[src/rtl/pe_pkt_pkg.sv]
// ============================================================================
// Module : pe_pkt_pkg
// Brief  : PE packet format shared by the packetizer, the depacketizer and benches.
// Rev    : 1.0  initial release
// ============================================================================
`default_nettype none

package pe_pkt_pkg;

  localparam int DATA_WIDTH = 24;
  localparam int WIDTH      = DATA_WIDTH + 4;
  localparam int TS_BIT     = WIDTH - 1;
  localparam int SEL_BIT    = WIDTH - 2;
  localparam int ROW_HI     = WIDTH - 3;
  localparam int ROW_LO     = DATA_WIDTH;
  localparam int FIFO_DEPTH = 2;
  localparam int CNT_WIDTH  = 16;

  typedef struct packed {
    logic                  ts;
    logic                  sel;
    logic [1:0]            row;
    logic [DATA_WIDTH-1:0] data;
  } pe_packet_t;

endpackage

`default_nettype wire

[src/rtl/packetizer_if.sv]
// ============================================================================
// Module : packetizer_if
// Brief  : Field input channels and NoC-facing output channel of the packetizer.
// Rev    : 1.0  initial release
// ============================================================================
`default_nettype none

interface packetizer_if #(
  parameter int DATA_WIDTH = pe_pkt_pkg::DATA_WIDTH,
  parameter int WIDTH      = DATA_WIDTH + 4
);
  logic [DATA_WIDTH-1:0]           data_in;
  logic                            data_valid;
  logic                            data_ready;
  logic [1:0]                      row_in;
  logic                            row_valid;
  logic                            row_ready;
  logic                            sel_in;
  logic                            sel_valid;
  logic                            sel_ready;
  logic                            ts_in;
  logic                            ts_valid;
  logic                            ts_ready;
  logic [WIDTH-1:0]                out_data;
  logic                            out_valid;
  logic                            out_ready;
  logic [pe_pkt_pkg::CNT_WIDTH-1:0] pkt_cnt;

  modport master (
    output data_in, data_valid, row_in, row_valid, sel_in, sel_valid,
           ts_in, ts_valid, out_ready,
    input  data_ready, row_ready, sel_ready, ts_ready, out_data, out_valid, pkt_cnt
  );

  modport slave (
    input  data_in, data_valid, row_in, row_valid, sel_in, sel_valid,
           ts_in, ts_valid, out_ready,
    output data_ready, row_ready, sel_ready, ts_ready, out_data, out_valid, pkt_cnt
  );

endinterface

`default_nettype wire

[src/rtl/pkt_fifo.sv]
// ============================================================================
// Module : pkt_fifo
// Brief  : Small synchronous FIFO; the read port holds the last popped word when empty.
// Rev    : 1.0  initial release
// ============================================================================
`default_nettype none

module pkt_fifo #(
  parameter int WIDTH      = 28,
  parameter int FIFO_DEPTH = 2,
  localparam int AW        = $clog2(FIFO_DEPTH),
  localparam int CW        = AW + 1
) (
  input  logic             clk,
  input  logic             rst,
  input  logic             push,
  input  logic [WIDTH-1:0] wdata,
  input  logic             pop,
  output logic [WIDTH-1:0] rdata,
  output logic [CW-1:0]    count
);

  logic [WIDTH-1:0] r_mem [FIFO_DEPTH];
  logic [AW-1:0]    r_wr_ptr;
  logic [AW-1:0]    r_rd_ptr;
  logic [CW-1:0]    r_count;
  logic [WIDTH-1:0] r_last;
  logic             w_do_pop;
  logic             w_do_push;

  assign w_do_pop  = pop && (r_count != '0);
  assign w_do_push = push && ((r_count < CW'(FIFO_DEPTH)) || w_do_pop);

  always_ff @(posedge clk) begin
    if (rst) begin
      r_wr_ptr <= '0;
      r_rd_ptr <= '0;
      r_count  <= '0;
      r_last   <= '0;
    end else begin
      if (w_do_push) begin
        r_wr_ptr <= r_wr_ptr + 1'b1;
      end
      if (w_do_pop) begin
        r_rd_ptr <= r_rd_ptr + 1'b1;
        r_last   <= r_mem[r_rd_ptr];
      end
      r_count <= r_count + CW'(w_do_push) - CW'(w_do_pop);
    end
  end

  always_ff @(posedge clk) begin
    if (w_do_push) begin
      r_mem[r_wr_ptr] <= wdata;
    end
  end

  // Stale slots are never exposed; an empty FIFO shows the word most recently popped.
  assign rdata = (r_count != '0) ? r_mem[r_rd_ptr] : r_last;
  assign count = r_count;

endmodule

`default_nettype wire

[src/rtl/packetizer.sv]
// ============================================================================
// Module : packetizer
// Brief  : Collects ts/sel/row/data fields into PE packets and queues them for the NoC.
// Rev    : 1.0  initial release
// ============================================================================
`default_nettype none

module packetizer #(
  parameter int WIDTH      = pe_pkt_pkg::WIDTH,
  parameter int DATA_WIDTH = pe_pkt_pkg::DATA_WIDTH,
  parameter int FIFO_DEPTH = pe_pkt_pkg::FIFO_DEPTH
) (
  input logic         clk,
  input logic         rst,
  packetizer_if.slave bus
);

  localparam int CW = $clog2(FIFO_DEPTH) + 1;

  logic [DATA_WIDTH-1:0]            r_data;
  logic [1:0]                       r_row;
  logic                             r_sel;
  logic                             r_ts;
  logic                             r_data_cap;
  logic                             r_row_cap;
  logic                             r_sel_cap;
  logic                             r_ts_cap;
  logic [pe_pkt_pkg::CNT_WIDTH-1:0] r_pkt_cnt;

  logic                             w_assemble;
  logic                             w_push;
  logic                             w_pop;
  logic [CW-1:0]                    w_count;
  logic [WIDTH-1:0]                 w_packet;
  logic [WIDTH-1:0]                 w_rdata;

  assign w_assemble = r_data_cap && r_row_cap && r_sel_cap && r_ts_cap;
  assign w_pop      = (w_count != '0) && bus.out_ready;
  assign w_push     = w_assemble && ((w_count < CW'(FIFO_DEPTH)) || w_pop);
  assign w_packet   = {r_ts, r_sel, r_row, r_data};

  // Readies come from flags only, so out_ready reaches them solely through push.
  assign bus.data_ready = !r_data_cap;
  assign bus.row_ready  = !r_row_cap;
  assign bus.sel_ready  = !r_sel_cap;
  assign bus.ts_ready   = !r_ts_cap;

  always_ff @(posedge clk) begin
    if (rst) begin
      r_data     <= '0;
      r_row      <= '0;
      r_sel      <= 1'b0;
      r_ts       <= 1'b0;
      r_data_cap <= 1'b0;
      r_row_cap  <= 1'b0;
      r_sel_cap  <= 1'b0;
      r_ts_cap   <= 1'b0;
    end else if (w_push) begin
      r_data_cap <= 1'b0;
      r_row_cap  <= 1'b0;
      r_sel_cap  <= 1'b0;
      r_ts_cap   <= 1'b0;
    end else begin
      if (bus.data_valid && !r_data_cap) begin
        r_data     <= bus.data_in;
        r_data_cap <= 1'b1;
      end
      if (bus.row_valid && !r_row_cap) begin
        r_row     <= bus.row_in;
        r_row_cap <= 1'b1;
      end
      if (bus.sel_valid && !r_sel_cap) begin
        r_sel     <= bus.sel_in;
        r_sel_cap <= 1'b1;
      end
      if (bus.ts_valid && !r_ts_cap) begin
        r_ts     <= bus.ts_in;
        r_ts_cap <= 1'b1;
      end
    end
  end

  always_ff @(posedge clk) begin
    if (rst) begin
      r_pkt_cnt <= '0;
    end else if (w_pop) begin
      r_pkt_cnt <= r_pkt_cnt + 1'b1;
    end
  end

  pkt_fifo #(
    .WIDTH      (WIDTH),
    .FIFO_DEPTH (FIFO_DEPTH)
  ) u_fifo (
    .clk   (clk),
    .rst   (rst),
    .push  (w_push),
    .wdata (w_packet),
    .pop   (w_pop),
    .rdata (w_rdata),
    .count (w_count)
  );

  assign bus.out_valid = (w_count != '0);
  assign bus.out_data  = w_rdata;
  assign bus.pkt_cnt   = r_pkt_cnt;

endmodule

`default_nettype wire

[src/flat_wrapper.sv]
// flat-port wrapper written by rule: the top's interface ports become plain ports
module packetizer_flat 
#(
  parameter int WIDTH      = pe_pkt_pkg::WIDTH,
  parameter int DATA_WIDTH = pe_pkt_pkg::DATA_WIDTH,
  parameter int FIFO_DEPTH = pe_pkt_pkg::FIFO_DEPTH
)
  (clk, rst, bus_data_in, bus_data_valid, bus_row_in, bus_row_valid, bus_sel_in, bus_sel_valid, bus_ts_in, bus_ts_valid, bus_out_ready, bus_data_ready, bus_row_ready, bus_sel_ready, bus_ts_ready, bus_out_data, bus_out_valid, bus_pkt_cnt);
  packetizer_if #(.DATA_WIDTH(DATA_WIDTH), .WIDTH(WIDTH)) bus_i ();
  input logic clk;
  input logic rst;
  input wire logic [$bits(bus_i.data_in)-1:0] bus_data_in;
  input wire logic [$bits(bus_i.data_valid)-1:0] bus_data_valid;
  input wire logic [$bits(bus_i.row_in)-1:0] bus_row_in;
  input wire logic [$bits(bus_i.row_valid)-1:0] bus_row_valid;
  input wire logic [$bits(bus_i.sel_in)-1:0] bus_sel_in;
  input wire logic [$bits(bus_i.sel_valid)-1:0] bus_sel_valid;
  input wire logic [$bits(bus_i.ts_in)-1:0] bus_ts_in;
  input wire logic [$bits(bus_i.ts_valid)-1:0] bus_ts_valid;
  input wire logic [$bits(bus_i.out_ready)-1:0] bus_out_ready;
  output wire logic [$bits(bus_i.data_ready)-1:0] bus_data_ready;
  output wire logic [$bits(bus_i.row_ready)-1:0] bus_row_ready;
  output wire logic [$bits(bus_i.sel_ready)-1:0] bus_sel_ready;
  output wire logic [$bits(bus_i.ts_ready)-1:0] bus_ts_ready;
  output wire logic [$bits(bus_i.out_data)-1:0] bus_out_data;
  output wire logic [$bits(bus_i.out_valid)-1:0] bus_out_valid;
  output wire logic [$bits(bus_i.pkt_cnt)-1:0] bus_pkt_cnt;
  assign bus_i.data_in = bus_data_in;
  assign bus_i.data_valid = bus_data_valid;
  assign bus_i.row_in = bus_row_in;
  assign bus_i.row_valid = bus_row_valid;
  assign bus_i.sel_in = bus_sel_in;
  assign bus_i.sel_valid = bus_sel_valid;
  assign bus_i.ts_in = bus_ts_in;
  assign bus_i.ts_valid = bus_ts_valid;
  assign bus_i.out_ready = bus_out_ready;
  assign bus_data_ready = bus_i.data_ready;
  assign bus_row_ready = bus_i.row_ready;
  assign bus_sel_ready = bus_i.sel_ready;
  assign bus_ts_ready = bus_i.ts_ready;
  assign bus_out_data = bus_i.out_data;
  assign bus_out_valid = bus_i.out_valid;
  assign bus_pkt_cnt = bus_i.pkt_cnt;
  packetizer #(.WIDTH(WIDTH), .DATA_WIDTH(DATA_WIDTH), .FIFO_DEPTH(FIFO_DEPTH)) u_core (.clk(clk), .rst(rst), .bus(bus_i));
endmodule
[config.mk]
export PLATFORM = sky130hd
export DESIGN_NAME = packetizer_flat
export DESIGN_NICKNAME = d
export VERILOG_FILES = /design/src/rtl/pe_pkt_pkg.sv /design/src/rtl/packetizer_if.sv /design/src/rtl/pkt_fifo.sv /design/src/rtl/packetizer.sv /design/src/flat_wrapper.sv
export SDC_FILE = /design/constraint.sdc
export NUM_CORES = 1
export LEC_CHECK = 0
export ABC_CLOCK_PERIOD_IN_PS = 4750
export CAP_MARGIN = 30
export CORE_UTILIZATION = 60
export CTS_BUF_LIST = sky130_fd_sc_hd__clkbuf_2 sky130_fd_sc_hd__clkbuf_4 sky130_fd_sc_hd__clkbuf_8
export DETAILED_ROUTE_END_ITERATION = 6
export PLACE_DENSITY_LB_ADDON = 0.15
export SLEW_MARGIN = 40
export SYNTH_ARGS = -nofsm -noshare
export SYNTH_HDL_FRONTEND = slang
export SYNTH_HIERARCHICAL = 1
export SYNTH_SLANG_ARGS = --single-unit
[constraint.sdc]
create_clock -name clk -period 4.75 [get_ports clk]
set_input_delay 0.95 -clock clk [delete_from_list [all_inputs] [get_ports clk]]
set_output_delay 0.95 -clock clk [all_outputs]
set_load 0.01 [all_outputs]
==> metrics <==
post-synth top area share 31.1%; Worst EP required 3800 ps; Clk pin slew, worst setup/hold paths 70 ps; count of pins over their slew limit 0; setup ws final 1140 ps; relative slew slack 50.5%; vias in the first global route 3627; RR Endpoint u_core/u_fifo/count[1]; Max VDD drop 0.240 mV; skew final 9.85 ps; hold depth 0; startpoint types flop; Mapped Cells 487; setup TNS 0 ps; Root Buffer clkbuf_8; Tot GR Track Use 23.1%; die height 96.9 um; largest net degree at the start of global routing 58; Synth Register Bits around 140; Post-synth EDFFs 56; main area contributors after synthesis edfxtp_1, dfxtp_1, a21oi_1, mux2i_1, nor2_1; die area 9390 um^2; share of cells above drive strength 1 roughly 12%; post-route cell area 6640 um^2; ys flop type dfxtp_1; Placed Area 6240 um^2; CTS Hold Bufs 0; CP arrival 2660 ps; Synth area leader edfxtp_1; warnings from Yosys 6; CORE AREA 8720 um^2; post-synth cell types 40; Initial Util 61.9%; Leak 2.22 nW; register area share after synthesis around three fifths; PwrDens around 340 nW/um^2; crit path kind flop to primary output; register area between 3000 and 4000 um^2; fin crit share 76.0%; Iter 0 DRT Violations 168; hold path start u_core/r_data[10]; Routed Antenna Nets 0; outcome finished clean; syn avg cell area 11.1 um^2; # DRC 0; Multi-input gate area about 1900 um^2; DR vias 3727; Vias/cell 5.43; Setup Fix Bufs, Post-CTS 0; critical path endpoint category primary output; crit-path cells or2_1, buf_4, nor2_1, a21oi_1, clkdlybuf4s50_1; post-place setup slack 1640 ps; Antenna diodes 0; Cell Area, Synth 5400 um^2; routability cong. 0.797; actual slew at the worst max-slew pin 741 ps; first drt pass iteration count 4; htree depth 4; first-pass GRT wire length approximately 17000 um; row count 34; clock buffer depth 2; Tot Pwr 2.28 mW; Setup-failing EPs final 0; DR WL/cell about 15 um; nets@finish 604; fin util about 76%; Async SR Flop Fraction 0%; worst r2r src u_core/u_fifo/count[0]; CTS tree built; top post-synthesis cells by count dfxtp_1, nor2_1, a21oi_1; die width roughly 97 um; reg2reg setup slack 2700 ps; area added between synthesis and finish 22.8%; min Tclk post-route 3610 ps; Filler Cells Inserted 580; worst hold path class flop to flop; Boundary Pins 84; final WL 10100 um; worst-case reg-to-reg path depth 9; PortBufs 83; global route overflow 0; RSZ-0062 raised after global routing false; fmax 277 MHz; syn_nets 525; Worst Hold Endpoint u_core/u_fifo/r_mem[1][10]; CTS Buf Count 17; post-DP HPWL approximately 7000 um; Sink Count roughly 140; crit-path max FO 36; Clock Latency Late Sink 430 ps; initial antenna violation count 0; max cap viols 0; worst stage delay on the critical path 570 ps; top-count cell post-synth dfxtp_1; Hold Fails Final Rpt 0; Post-CTS Resized 0; crit path max-delay cell type or2_1
==> critical path, delay by kind of cell (launching register included) <==
| kind | cells | cell delay (ps) |
|---|---|---|
| flops | 1 | 430 |
| buf+inv | 2 | 990 |
| simple gates | 2 | 650 |
| compound gates | 1 | 150 |
==> state kept, by name, summed over array words and instances, names as in the netlist, named ones only <==
name	count
u_core/bus.pkt_cnt	16
u_core/u_fifo/r_rd_ptr	1
u_core/u_fifo/r_wr_ptr	1
u_core/r_sel_cap	1
u_core/r_ts	1
u_core/r_ts_cap	1
u_core/r_sel	1
u_core/r_row_cap	1
u_core/r_data	24
u_core/u_fifo/r_mem	56
u_core/r_row	2
u_core/u_fifo/count	2
u_core/r_data_cap	1
u_core/u_fifo/r_last	28
==> routing by layer <==
metal	global-route usage, %	share of wire [%]
met5	0	0
met4	7.92	1.2
met3	7.88	6.0
met2	36.4	48
met1	30.0	45
==> cells in the final DEF, fill, tap and decap left out, types with 2 or more instances in the layout <==
cell / instances
a31oi_1: 2
clkbuf_8: 18
inv_1: 9
nor2b_1: 3
a211oi_1: 9
or4_1: 4
edfxtp_1: 56
ha_1: 3
nand4_1: 4
o21ai_2: 2
clkinvlp_4: 4
bufinv_16: 2
or2_1: 2
o31ai_1: 4
xor2_1: 6
nand3_1: 4
o21a_1: 4
inv_6: 4
a21boi_0: 2
or3_1: 2
o21ai_0: 2
nand2_1: 55
xnor2_1: 6
a21oi_1: 60
nor2_1: 75
nor2_2: 2
mux2i_1: 30
clkdlybuf4s50_1: 82
a211oi_2: 19
buf_4: 8
dfxtp_1: 81
==> cell families (layout without fill, tap and decap cells) <==
group	after synthesis	after routing	synth area share [%]
flops	137	137	61.2
xor+xnor	12	12	1.95
fa+ha+maj	3	3	0.695
mux	31	31	5.77
compound gates	105	105	13.5
simple gates	159	159	12.8
buf+inv	40	132	4.15
==> worst max path at each step <==
stage	start	endpoint	slack, ps	cells after the start
global route	u_core/u_fifo/count[1]	bus_out_data[24]	910	5
detailed placement	u_core/u_fifo/count[1]	bus_out_data[20]	1640	5
CTS	u_core/u_fifo/count[1]	bus_out_data[20]	1160	5
global placement	u_core/u_fifo/count[1]	bus_out_data[22]	1700	5
finish	u_core/u_fifo/count[1]	bus_out_data[1]	1140	5
floorplan	bus_out_ready	u_core/u_fifo/r_mem[0][0]	1860	4
==> power by group <==
part,total [mW],internal (mW),switching (mW)
clock network,0.924,0.490,0.434
registers,1.26,1.24,0.0155
logic,0.0990,0.0501,0.0490
==> area by class of cell <==
type	instances	area share [%]
clock buffer	19	3.85
clock inverter	13	2.15
inverter	10	0.566
multi-input combinational	310	28.3
sequential	137	49.8
tap	108	2.04
timing repair buffer	90	13.3
==> per-stage QoR <==
step	cells	hold slack (ps)
4_1_cts	687	460
6_report	687	458
3_3_place_gp	655	432
3_5_place_dp	655	442
5_1_grt	687	469
2_1_floorplan	487	419
No activity file was read; power rests on OpenSTA's default activity.
